File: config.mk
export PLATFORM = sky130hd
export DESIGN_NAME = butterfly_pipe
export DESIGN_NICKNAME = d
export VERILOG_FILES = /design/src/rtl/fft_pkg.sv /design/src/rtl/cmult_pipe.sv /design/src/rtl/butterfly_pipe.sv
export SDC_FILE = /design/constraint.sdc
export NUM_CORES = 2
export LEC_CHECK = 0
export ABC_AREA = 1
export CORE_UTILIZATION = 45
export DETAILED_ROUTE_END_ITERATION = 8
export GPL_TIMING_DRIVEN = 0
export HOLD_SLACK_MARGIN = 0.12
export PLACE_DENSITY = 0.69
export REMOVE_ABC_BUFFERS = 1
export SETUP_SLACK_MARGIN = 0.3
export SLEW_MARGIN = 20
export SYNTH_ARGS = -nofsm -noshare
export SYNTH_HDL_FRONTEND = slang
export SYNTH_SLANG_ARGS = --single-unit
File: constraint.sdc
create_clock -name clk -period 43.9 [get_ports clk]
set_clock_uncertainty 0.2 [all_clocks]
set_input_delay 4.39 -clock clk [delete_from_list [all_inputs] [get_ports clk]]
set_output_delay 4.39 -clock clk [all_outputs]
set_load 0.03 [all_outputs]
File: src/rtl/fft_pkg.sv
// Shared FFT datapath definitions.
//   ONE        : unity twiddle, 2^(TW-2) at the default twiddle width
//   cplx_t     : complex sample at the default data width
//   sat_round  : round-half-up by k bits, then clamp to a signed dw-bit range;
//                returns the clamped value (sign-extended to RW) and a clamp flag
package fft_pkg;

  localparam int unsigned DW_DEF = 16;
  localparam int unsigned TW_DEF = 16;
  localparam int unsigned ONE    = 1 << (TW_DEF - 2);
  // Widest intermediate sat_round accepts; callers keep DW+TW+3 within this.
  localparam int unsigned RW     = 64;

  typedef struct packed {
    logic signed [DW_DEF-1:0] re;
    logic signed [DW_DEF-1:0] im;
  } cplx_t;

  typedef struct packed {
    logic signed [RW-1:0] val;
    logic                 sat;
  } sat_res_t;

  function automatic sat_res_t sat_round(input logic signed [RW-1:0] x,
                                         input int unsigned k,
                                         input int unsigned dw);
    logic signed [RW-1:0] half;
    logic signed [RW-1:0] r;
    logic signed [RW-1:0] hi;
    logic signed [RW-1:0] lo;
    sat_res_t res;
    half = (k == 0) ? '0 : (RW'(1) << (k - 1));
    r    = (x + half) >>> k;
    hi   = (RW'(1) <<< (dw - 1)) - RW'(1);
    lo   = -(RW'(1) <<< (dw - 1));
    if (r > hi) begin
      res.val = hi;
      res.sat = 1'b1;
    end else if (r < lo) begin
      res.val = lo;
      res.sat = 1'b1;
    end else begin
      res.val = r;
      res.sat = 1'b0;
    end
    return res;
  endfunction

endpackage

File: src/rtl/cmult_pipe.sv
// Pipelined complex multiply B*W (or B*conj(W)), full precision.
//   clk, rst (async high), ce : clock, reset, clock enable
//   br, bi                    : multiplicand, DW signed
//   wr, wi                    : twiddle, TW signed Q2.(TW-2)
//   inv                       : 1 = multiply by conj(W)
//   pr, pi                    : product, DW+TW+2 signed, valid two enabled
//                               cycles after the operands (combined from S2 regs)
module cmult_pipe #(
  parameter int unsigned DW = 16,
  parameter int unsigned TW = 16
) (
  input  logic                   clk,
  input  logic                   rst,
  input  logic                   ce,
  input  logic signed [DW-1:0]   br,
  input  logic signed [DW-1:0]   bi,
  input  logic signed [TW-1:0]   wr,
  input  logic signed [TW-1:0]   wi,
  input  logic                   inv,
  output logic signed [DW+TW+1:0] pr,
  output logic signed [DW+TW+1:0] pi
);

  localparam int unsigned MW = DW + TW + 1;
  localparam int unsigned PW = DW + TW + 2;

  logic signed [DW-1:0] b1r, b1i;
  logic signed [TW-1:0] w1r, w1i;
  logic                 inv1;
  logic signed [TW:0]   wi_ext, wi_eff;
  logic signed [MW-1:0] p_rr, p_ii, p_ri, p_ir;

  // Negating at TW+1 bits keeps -(-2^(TW-1)) representable.
  assign wi_ext = (TW+1)'(w1i);
  assign wi_eff = inv1 ? -wi_ext : wi_ext;

  always_ff @(posedge clk or posedge rst) begin
    if (rst) begin
      b1r  <= '0;
      b1i  <= '0;
      w1r  <= '0;
      w1i  <= '0;
      inv1 <= 1'b0;
      p_rr <= '0;
      p_ii <= '0;
      p_ri <= '0;
      p_ir <= '0;
    end else if (ce) begin
      b1r  <= br;
      b1i  <= bi;
      w1r  <= wr;
      w1i  <= wi;
      inv1 <= inv;
      p_rr <= MW'(b1r) * MW'(w1r);
      p_ii <= MW'(b1i) * MW'(wi_eff);
      p_ri <= MW'(b1r) * MW'(wi_eff);
      p_ir <= MW'(b1i) * MW'(w1r);
    end
  end

  assign pr = PW'(p_rr) - PW'(p_ii);
  assign pi = PW'(p_ri) + PW'(p_ir);

endmodule

File: src/rtl/butterfly_pipe.sv
// Radix-2 DIT butterfly X = A + B*W, Y = A - B*W, four-stage valid pipeline.
//   clk, rst (async high), ce          : clock, reset, global clock enable
//   in_valid, ar/ai, br/bi, wr/wi      : sample qualifier, operands, twiddle
//   inv, scale_sh                      : per-sample conj(W) select and right shift
//   out_valid, xr/xi, yr/yi            : result qualifier and results
//   out_sat                            : this output sample clamped somewhere
//   ovf_sticky, ovf_clr                : sticky overflow flag and its clear
module butterfly_pipe
  import fft_pkg::*;
#(
  parameter int unsigned DW  = 16,
  parameter int unsigned TW  = 16,
  parameter int unsigned SHW = 2
) (
  input  logic                 clk,
  input  logic                 rst,
  input  logic                 ce,
  input  logic                 in_valid,
  input  logic signed [DW-1:0] ar,
  input  logic signed [DW-1:0] ai,
  input  logic signed [DW-1:0] br,
  input  logic signed [DW-1:0] bi,
  input  logic signed [TW-1:0] wr,
  input  logic signed [TW-1:0] wi,
  input  logic                 inv,
  input  logic [SHW-1:0]       scale_sh,
  output logic                 out_valid,
  output logic [DW-1:0]        xr,
  output logic [DW-1:0]        xi,
  output logic [DW-1:0]        yr,
  output logic [DW-1:0]        yi,
  output logic                 out_sat,
  output logic                 ovf_sticky,
  input  logic                 ovf_clr
);

  localparam int unsigned PW = DW + TW + 2;
  localparam int unsigned SW = DW + TW + 3;

  logic signed [DW-1:0]  a1r, a1i, a2r, a2i;
  logic [SHW-1:0]        sh1, sh2, sh3;
  logic                  v1, v2, v3;
  logic signed [PW-1:0]  pr, pi;
  logic signed [SW-1:0]  alr, ali;
  logic signed [SW-1:0]  sxr, sxi, syr, syi;
  sat_res_t              rxr, rxi, ryr, ryi;
  int unsigned           k;
  logic                  any_sat;
  logic                  unused_hi;

  cmult_pipe #(
    .DW(DW),
    .TW(TW)
  ) u_cmult (
    .clk(clk),
    .rst(rst),
    .ce (ce),
    .br (br),
    .bi (bi),
    .wr (wr),
    .wi (wi),
    .inv(inv),
    .pr (pr),
    .pi (pi)
  );

  // A scaled into the product's Q(TW-2) domain.
  assign alr = SW'(a2r) <<< (TW - 2);
  assign ali = SW'(a2i) <<< (TW - 2);

  always_comb begin
    k       = (TW - 2) + 32'(sh3);
    rxr     = sat_round(RW'(sxr), k, DW);
    rxi     = sat_round(RW'(sxi), k, DW);
    ryr     = sat_round(RW'(syr), k, DW);
    ryi     = sat_round(RW'(syi), k, DW);
    any_sat = rxr.sat | rxi.sat | ryr.sat | ryi.sat;
  end

  // Upper bits are pure sign extension once clamped.
  assign unused_hi = ^{rxr.val[RW-1:DW], rxi.val[RW-1:DW],
                       ryr.val[RW-1:DW], ryi.val[RW-1:DW]};

  always_ff @(posedge clk or posedge rst) begin
    if (rst) begin
      a1r <= '0;
      a1i <= '0;
      a2r <= '0;
      a2i <= '0;
      sh1 <= '0;
      sh2 <= '0;
      sh3 <= '0;
      v1  <= 1'b0;
      v2  <= 1'b0;
      v3  <= 1'b0;
      sxr <= '0;
      sxi <= '0;
      syr <= '0;
      syi <= '0;
    end else if (ce) begin
      a1r <= ar;
      a1i <= ai;
      sh1 <= scale_sh;
      v1  <= in_valid;
      a2r <= a1r;
      a2i <= a1i;
      sh2 <= sh1;
      v2  <= v1;
      sxr <= alr + SW'(pr);
      sxi <= ali + SW'(pi);
      syr <= alr - SW'(pr);
      syi <= ali - SW'(pi);
      sh3 <= sh2;
      v3  <= v2;
    end
  end

  always_ff @(posedge clk or posedge rst) begin
    if (rst) begin
      out_valid  <= 1'b0;
      xr         <= '0;
      xi         <= '0;
      yr         <= '0;
      yi         <= '0;
      out_sat    <= 1'b0;
      ovf_sticky <= 1'b0;
    end else if (ce) begin
      out_valid <= v3;
      xr        <= rxr.val[DW-1:0];
      xi        <= rxi.val[DW-1:0];
      yr        <= ryr.val[DW-1:0];
      yi        <= ryi.val[DW-1:0];
      out_sat   <= v3 & any_sat;
      // A saturating sample entering or currently on the outputs beats a clear.
      if ((v3 & any_sat) | out_sat)
        ovf_sticky <= 1'b1;
      else if (ovf_clr)
        ovf_sticky <= 1'b0;
    end
  end

endmodule

Word-level counts from Yosys, hierarchy flattened:

Cells that the tools add are included.

* bits of input ports: 104
* output and inout bits: 67
* flip-flop bits (word level): 475
* word-level logic and storage cells: 80

* $mul: 4
* mux-type cells: 12
* bitwise gates (word level): 5
* magnitude comparators: 8
* add/subtract/negate cells: 13
* shifts and indexed selects: 5
* reductions and logical operators: 3

Operators with widths (count)
* adder 35 x 64 -> 64 bit: 4
* > comparator 64 x 16 -> 1 bit, second input constant: 4
* < comparator 64 x 16 -> 1 bit, second input constant: 4
* >>> shifter 64 x 5 -> 64 bit: 4
* 2-to-1 mux 17 bit: 9
* adder 30 x 34 -> 35 bit: 2
* subtractor 30 x 34 -> 35 bit: 2
* multiplier 16 x 17 -> 33 bit: 2
* multiplier 16 x 16 -> 32 bit: 2
* 2-to-1 mux 64 bit: 1
* left shift 1 x 32 -> 64 bit, first input constant: 1
* adder 33 x 32 -> 34 bit: 1
* subtractor 32 x 33 -> 34 bit: 1
* zero test 32 bit: 1
* negation 16 -> 17 bit: 1
* subtractor 5 x 1 -> 6 bit, second input constant: 1
* adder 4 x 2 -> 5 bit, first input constant: 1
* bitwise OR 1 bit: 4
* 2-to-1 mux 1 bit: 2
* AND reduction 2 bit: 1
* nonzero test 2 bit: 1
* AND 1 bit: 1

Longest topological paths before layout:

* word-level depth: 16
* depth in mapped cells: 44

Cells and area by module:

Synthesis repeated with hierarchy kept, for this count alone.

* cell total of the unflattened synthesis: 11373
* area, all modules: 80277.0 µm²

Modules (own cells, without submodules)
* cmult_pipe: cells each 7401, area each 55090.3 µm², sequential area each 4879.7 µm², times used 1
* butterfly_pipe: cells each 3972, area each 25186.7 µm², sequential area each 6906.6 µm², times used 1

Least setup slack after synthesis:

No wires, ideal clock.

* path kind: flip-flop to flip-flop
* start point: register u_cmult.w1i[0]
* end point: register u_cmult.p_ii[31]
* path buffers: 1
* library setup time: 135 ps
* path slack: 36463 ps
* data arrival time: 7102 ps
* cell stages (with the launch flop): 39
* required time: 43565 ps
* period minus slack after synthesis: 7437 ps
* cells stage by stage: dfrtp_1 -> inv_1 -> ha_1 -> inv_1 -> nor3_1 -> inv_1 -> nor2_1 -> inv_1 -> nor2_1 -> a21oi_1 -> or2_2 -> nand2_1 -> clkbuf_1 -> nand2_1 -> fa_1 -> inv_1 -> fa_1 -> inv_1 -> [... 3 more ...] -> inv_1 -> fa_1 -> inv_1 -> fa_1 -> ha_1 -> a21o_1 -> a31oi_1 -> nand2_1 -> nand2_1 -> nand3_1 -> nand3_1 -> nand2_1 -> a21oi_1 -> nand3b_1 -> o21ai_0 -> or2_2 -> nand3_1 -> o21ai_0

* word-level cells in the longest chain between the ends: 3

RTL lines
* start: declaration: RTL line cmult_pipe.sv:28 `logic signed [TW-1:0] w1r, w1i;`
* start signal: assignment: RTL line cmult_pipe.sv:52 `w1i <= wi;`
* negation 16 -> 17 bit: RTL line cmult_pipe.sv:35 `assign wi_eff = inv1 ? -wi_ext : wi_ext;`
* 2-to-1 mux 17 bit (*): RTL line cmult_pipe.sv:35
* multiplier 16 x 17 -> 33 bit (*): RTL line cmult_pipe.sv:55 `p_ii <= MW'(b1i) * MW'(wi_eff);`
* end signal: assignment: RTL line cmult_pipe.sv:55
* end: declaration: RTL line cmult_pipe.sv:31 `logic signed [MW-1:0] p_rr, p_ii, p_ri, p_ir;`

Every way passes the cells marked *; elsewhere a longest branch is shown, timed or not.
A chain may end at the register's enable or synchronous reset.

Worst setup path in the final report:

Same ends and word-level chain as after synthesis.

==> metrics.txt <==
# TYPE chip_impl_metric gauge
chip_impl_info{name="class_of_the_tightest_hold_or_removal_check",value="flop to flop"} 1
chip_impl_info{name="timing.critical_path.slowest_stage_cell",value="sky130_fd_sc_hd__clkinv_1"} 1
chip_impl_metric{name="core-area",unit="mm^2"} 0.167
chip_impl_metric{name="final_max_slew_viol_count",unit=""} 0
chip_impl_metric{name="holdWs",unit="ns"} 0.276
chip_impl_metric{name="drv.max_cap_violation_count",unit=""} 0
chip_impl_metric{name="die_area",unit="mm^2"} 0.170
chip_impl_metric{name="placement.io_buffers",unit=""} 170
chip_impl_metric{name="postCtsSetupBuffers",unit=""} 0
chip_impl_metric{name="max_root_sink_buffers",unit=""} 3
chip_impl_metric{name="overflow_left_after_global_routing",unit=""} 0
chip_impl_metric{name="route.vias.total",unit=""} 65200
chip_impl_metric{name="synthesis.area_per_instance",unit="um^2"} 7.47
chip_impl_metric{name="cts.htree.levels",unit=""} 2
chip_impl_metric{name="reg2reg_setup_slack",unit="ns"} 32.96
chip_impl_metric{name="post-route-drc-count",unit=""} 0
chip_impl_metric{name="cts-resized-gates",unit=""} 0
chip_impl_metric{name="yosys_warnings",unit=""} 0
chip_impl_metric{name="critical_path.max_fanout",unit=""} 30
chip_impl_metric{name="area_growth_syn_to_layout",unit="%"} 7.97
chip_impl_metric{name="final_layout_size_suffix_gt1_share",unit="%"} 3.92
chip_impl_info{name="timing.hold.worst_endpoint",value="xi[5]"} 1
chip_impl_info{name="rsz_0062_raised_after_global_routing",value="no"} 1
chip_impl_metric{name="timing_worst_slew_pin_value",unit="ns"} 1.17
chip_impl_metric{name="synth.cell_area",unit="mm^2"} 0.0760
chip_impl_metric{name="antenna_violations_before_repair",unit=""} 6
chip_impl_metric{name="grt_max_degree",unit=""} 125
chip_impl_metric{name="cts_clk_pin_slew_worst_paths",unit="ns"} 0.06
chip_impl_metric{name="synthDistinctLibCells",unit=""} 76
chip_impl_metric{name="final.setup.tns",unit="ns"} 0
chip_impl_metric{name="max_clock_freq",unit="MHz"} 91.4
chip_impl_metric{name="cp.arrival",unit="ns"} 11.28
chip_impl_metric{name="detail_route.iter0.violations",unit=""} 5252
chip_impl_metric{name="fp.dieH",unit="um"} 413
chip_impl_metric{name="synth.yosys.seq_area_share",unit="%"} 15.5
chip_impl_info{name="rr_endpoint",value="u_cmult.p_ii[31]"} 1
chip_impl_info{name="clockRootBuffer",value="sky130_fd_sc_hd__clkbuf_16"} 1
chip_impl_metric{name="synth-compound-area-share",unit="%"} 9.11
chip_impl_info{name="startpoint_type",value="flop"} 1
chip_impl_metric{name="rr_worst_depth",unit=""} 34
chip_impl_metric{name="synth-async-reset-ratio",unit="%"} 100
chip_impl_metric{name="fin_crit_sh",unit="%"} 24.9
chip_impl_metric{name="placementRows",unit=""} 150
chip_impl_metric{name="crit_required",unit="ns"} 44.24
chip_impl_info{name="outcome",value="finished clean"} 1
chip_impl_info{name="worst-setup-path-type",value="flop to flop"} 1
chip_impl_metric{name="final-hold-violation-count",unit=""} 0
chip_impl_metric{name="post_synth_edffs",unit=""} 0
chip_impl_metric{name="final_net_count",unit=""} 11900
chip_impl_info{name="end_kind",value="flop"} 1
chip_impl_metric{name="placed_wire_length_estimate",unit="mm"} 176
chip_impl_metric{name="routed_wirelength",unit="mm"} 219
chip_impl_metric{name="cts_buffers",unit=""} 61
chip_impl_metric{name="die_x",unit="um"} 413
chip_impl_metric{name="clk_latency",unit="ns"} 0.71
chip_impl_metric{name="first_pass_grt_wire_length",unit="mm"} 354
chip_impl_metric{name="timing.hold.worst_path_depth",unit=""} 2
chip_impl_metric{name="max_stage_delay",unit="ns"} 0.86
chip_impl_info{name="synth_top_flop_cell",value="sky130_fd_sc_hd__dfrtp_1"} 1
chip_impl_metric{name="tritoncts_num_sinks",unit=""} 471
chip_impl_metric{name="numPlacedInstances",unit=""} 12300
chip_impl_info{name="timing.hold.worst.start",value="xi[5]"} 1
chip_impl_metric{name="synth_mux_area_share",unit="%"} 0.132
chip_impl_metric{name="post_synth_and_or_nand_nor_area_fraction",unit="%"} 22.4
chip_impl_metric{name="total_of_flip_flops_plus_latches_after_synthesis",unit=""} 471
chip_impl_metric{name="min_period",unit="ns"} 10.94
chip_impl_info{name="main_combinational_cell_family_by_area_after_synthesis",value="adder cells"} 1
chip_impl_metric{name="grt_pass1_vias",unit=""} 65800
chip_impl_metric{name="detailed_routing_iterations_pass_1",unit=""} 8
chip_impl_info{name="regToRegStartpoint",value="u_cmult.w1i[0]"} 1
chip_impl_metric{name="instances_no_fill",unit=""} 12400
chip_impl_metric{name="initial_core_util",unit="%"} 45.4
chip_impl_metric{name="syn-instance-count",unit=""} 10200
chip_impl_metric{name="xor_xnor_portion_of_the_synthesized_cell_area",unit="%"} 2.67
chip_impl_metric{name="slew_headroom",unit="%"} 22.1
chip_impl_metric{name="gp_routability_congestion",unit=""} 0.957
chip_impl_metric{name="boundaryPins",unit=""} 171
chip_impl_metric{name="routedWlPerCell",unit="um"} 17.7
chip_impl_metric{name="synth_adder_area_share",unit="%"} 37.8
chip_impl_metric{name="timing.final.setup_violations",unit=""} 0
chip_impl_metric{name="vias_per_cell",unit=""} 5.26
chip_impl_metric{name="route.antenna.remaining_nets",unit=""} 0
chip_impl_info{name="tritoncts",value="done"} 1
chip_impl_metric{name="post_cts_hold_buffer_count",unit=""} 0
chip_impl_metric{name="grt_usage",unit="%"} 26.2
==> metrics by stage <==
| stage | setup WS [ns] | util, % | area (um^2) |
|---|---|---|---|
| 6_report | 32.96 | 49.0 | 82000 |
| 3_3_place_gp | -10.53 | 47.3 | 79100 |
| 5_1_grt | 32.35 | 49.0 | 82000 |
| 2_1_floorplan | 26.17 | - | 74700 |
| 3_5_place_dp | 33.27 | 47.7 | 79900 |
| 4_1_cts | 33.23 | 49.0 | 82000 |
==> routing by layer <==
metal  GRT usage (%)  wire (um)
met1            35.6      94900
met2            41.3      97100
met3            4.56      16700
met4            10.7       9930
met5               0         26
==> critical path: cells and delay by family, from the launching register on <==
| family | cells | cell delay [ns] |
|---|---|---|
| flip-flops | 1 | 0.68 |
| AO/OA/AOI/OAI | 7 | 1.16 |
| buffers and inverters | 7 | 1.79 |
| adder cells (fa/ha/maj) | 8 | 3.68 |
| AND/OR/NAND/NOR | 12 | 3.23 |
==> cell type report <==
cell class,instances,area [um^2]
Antenna cell,4,10.0
Clock buffer,80,1670
Clock inverter,34,414
Fill cell,16500,85400
Inverter,2077,7820
Multi-Input combinational cell,7317,55100
Sequential cell,471,11800
Tap cell,2204,2760
Timing Repair Buffer,199,2430
==> synthesized netlist by cell type, drive strengths merged, types with 108 or more instances <==
cell / n / area (um^2)
inv: 2062 / 7740
xor2: 133 / 1200
nand3: 376 / 1940
o21ai: 480 / 2440
clkbuf: 318 / 1250
nand2: 2756 / 10500
fa: 1080 / 21600
a21oi: 411 / 2230
a31oi: 108 / 691
ha: 570 / 7130
nor2: 787 / 3040
dfrtp: 471 / 11800
==> cells by family after synthesis <==
logic type / after synthesis
simple gates: 4161
buf+inv: 2455
fa+ha+maj: 1650
compound gates: 1198
flops: 471
xor+xnor: 227
mux: 10
other cells: 1
==> placed cells by master (no fill, tap or decap), types with 51 or more instances in the layout <==
cell                              netlist  final
sky130_fd_sc_hd__nand2_1             2708   2707
sky130_fd_sc_hd__inv_1               2053   2050
sky130_fd_sc_hd__fa_1                1080   1080
sky130_fd_sc_hd__nor2_1               762    760
sky130_fd_sc_hd__ha_1                 570    570
sky130_fd_sc_hd__o21ai_0              441    440
sky130_fd_sc_hd__dfrtp_1              471    428
sky130_fd_sc_hd__a21oi_1              379    379
sky130_fd_sc_hd__nand3_1              364    364
sky130_fd_sc_hd__clkdlybuf4s50_1        0    169
sky130_fd_sc_hd__xor2_1               130    130
sky130_fd_sc_hd__a31oi_1              107    107
sky130_fd_sc_hd__xnor2_1               93     93
sky130_fd_sc_hd__conb_1                 1     71
sky130_fd_sc_hd__nand4_1               67     67
sky130_fd_sc_hd__clkbuf_16              0     62
sky130_fd_sc_hd__or2_2                 59     59
sky130_fd_sc_hd__o211ai_1              58     58
sky130_fd_sc_hd__nor3_1                51     51
==> flip-flops by register name (all words and copies together) (netlist names), 16 cells and up <==
name	count
xr	16
u_cmult.w1i	16
u_cmult.p_ri	33
a2r	16
u_cmult.p_ir	32
u_cmult.p_ii	33
u_cmult.b1i	16
syi	34
sxi	34
xi	16
u_cmult.p_rr	32
a2i	16
u_cmult.w1r	16
yr	16
a1i	16
syr	34
u_cmult.b1r	16
yi	16
a1r	16
sxr	34
==> worst max-delay path by stage <==
stage | start | endpoint | slack (ns) | cells after the start
3_3_place_gp | ce | yr[10] | -10.53 | 4
6_report | u_cmult.w1i[0] | u_cmult.p_ii[31] | 32.96 | 34
5_1_grt | u_cmult.w1i[0] | u_cmult.p_ii[31] | 32.35 | 34
3_5_place_dp | u_cmult.w1i[0] | u_cmult.p_ii[31] | 33.27 | 34
4_1_cts | u_cmult.w1i[0] | u_cmult.p_ii[31] | 33.23 | 34
2_1_floorplan | rst | a1i[0] | 26.17 | 1
Power is not shown: default switching activity piles up to over one toggle a cycle in this logic, so the estimate is an artifact.
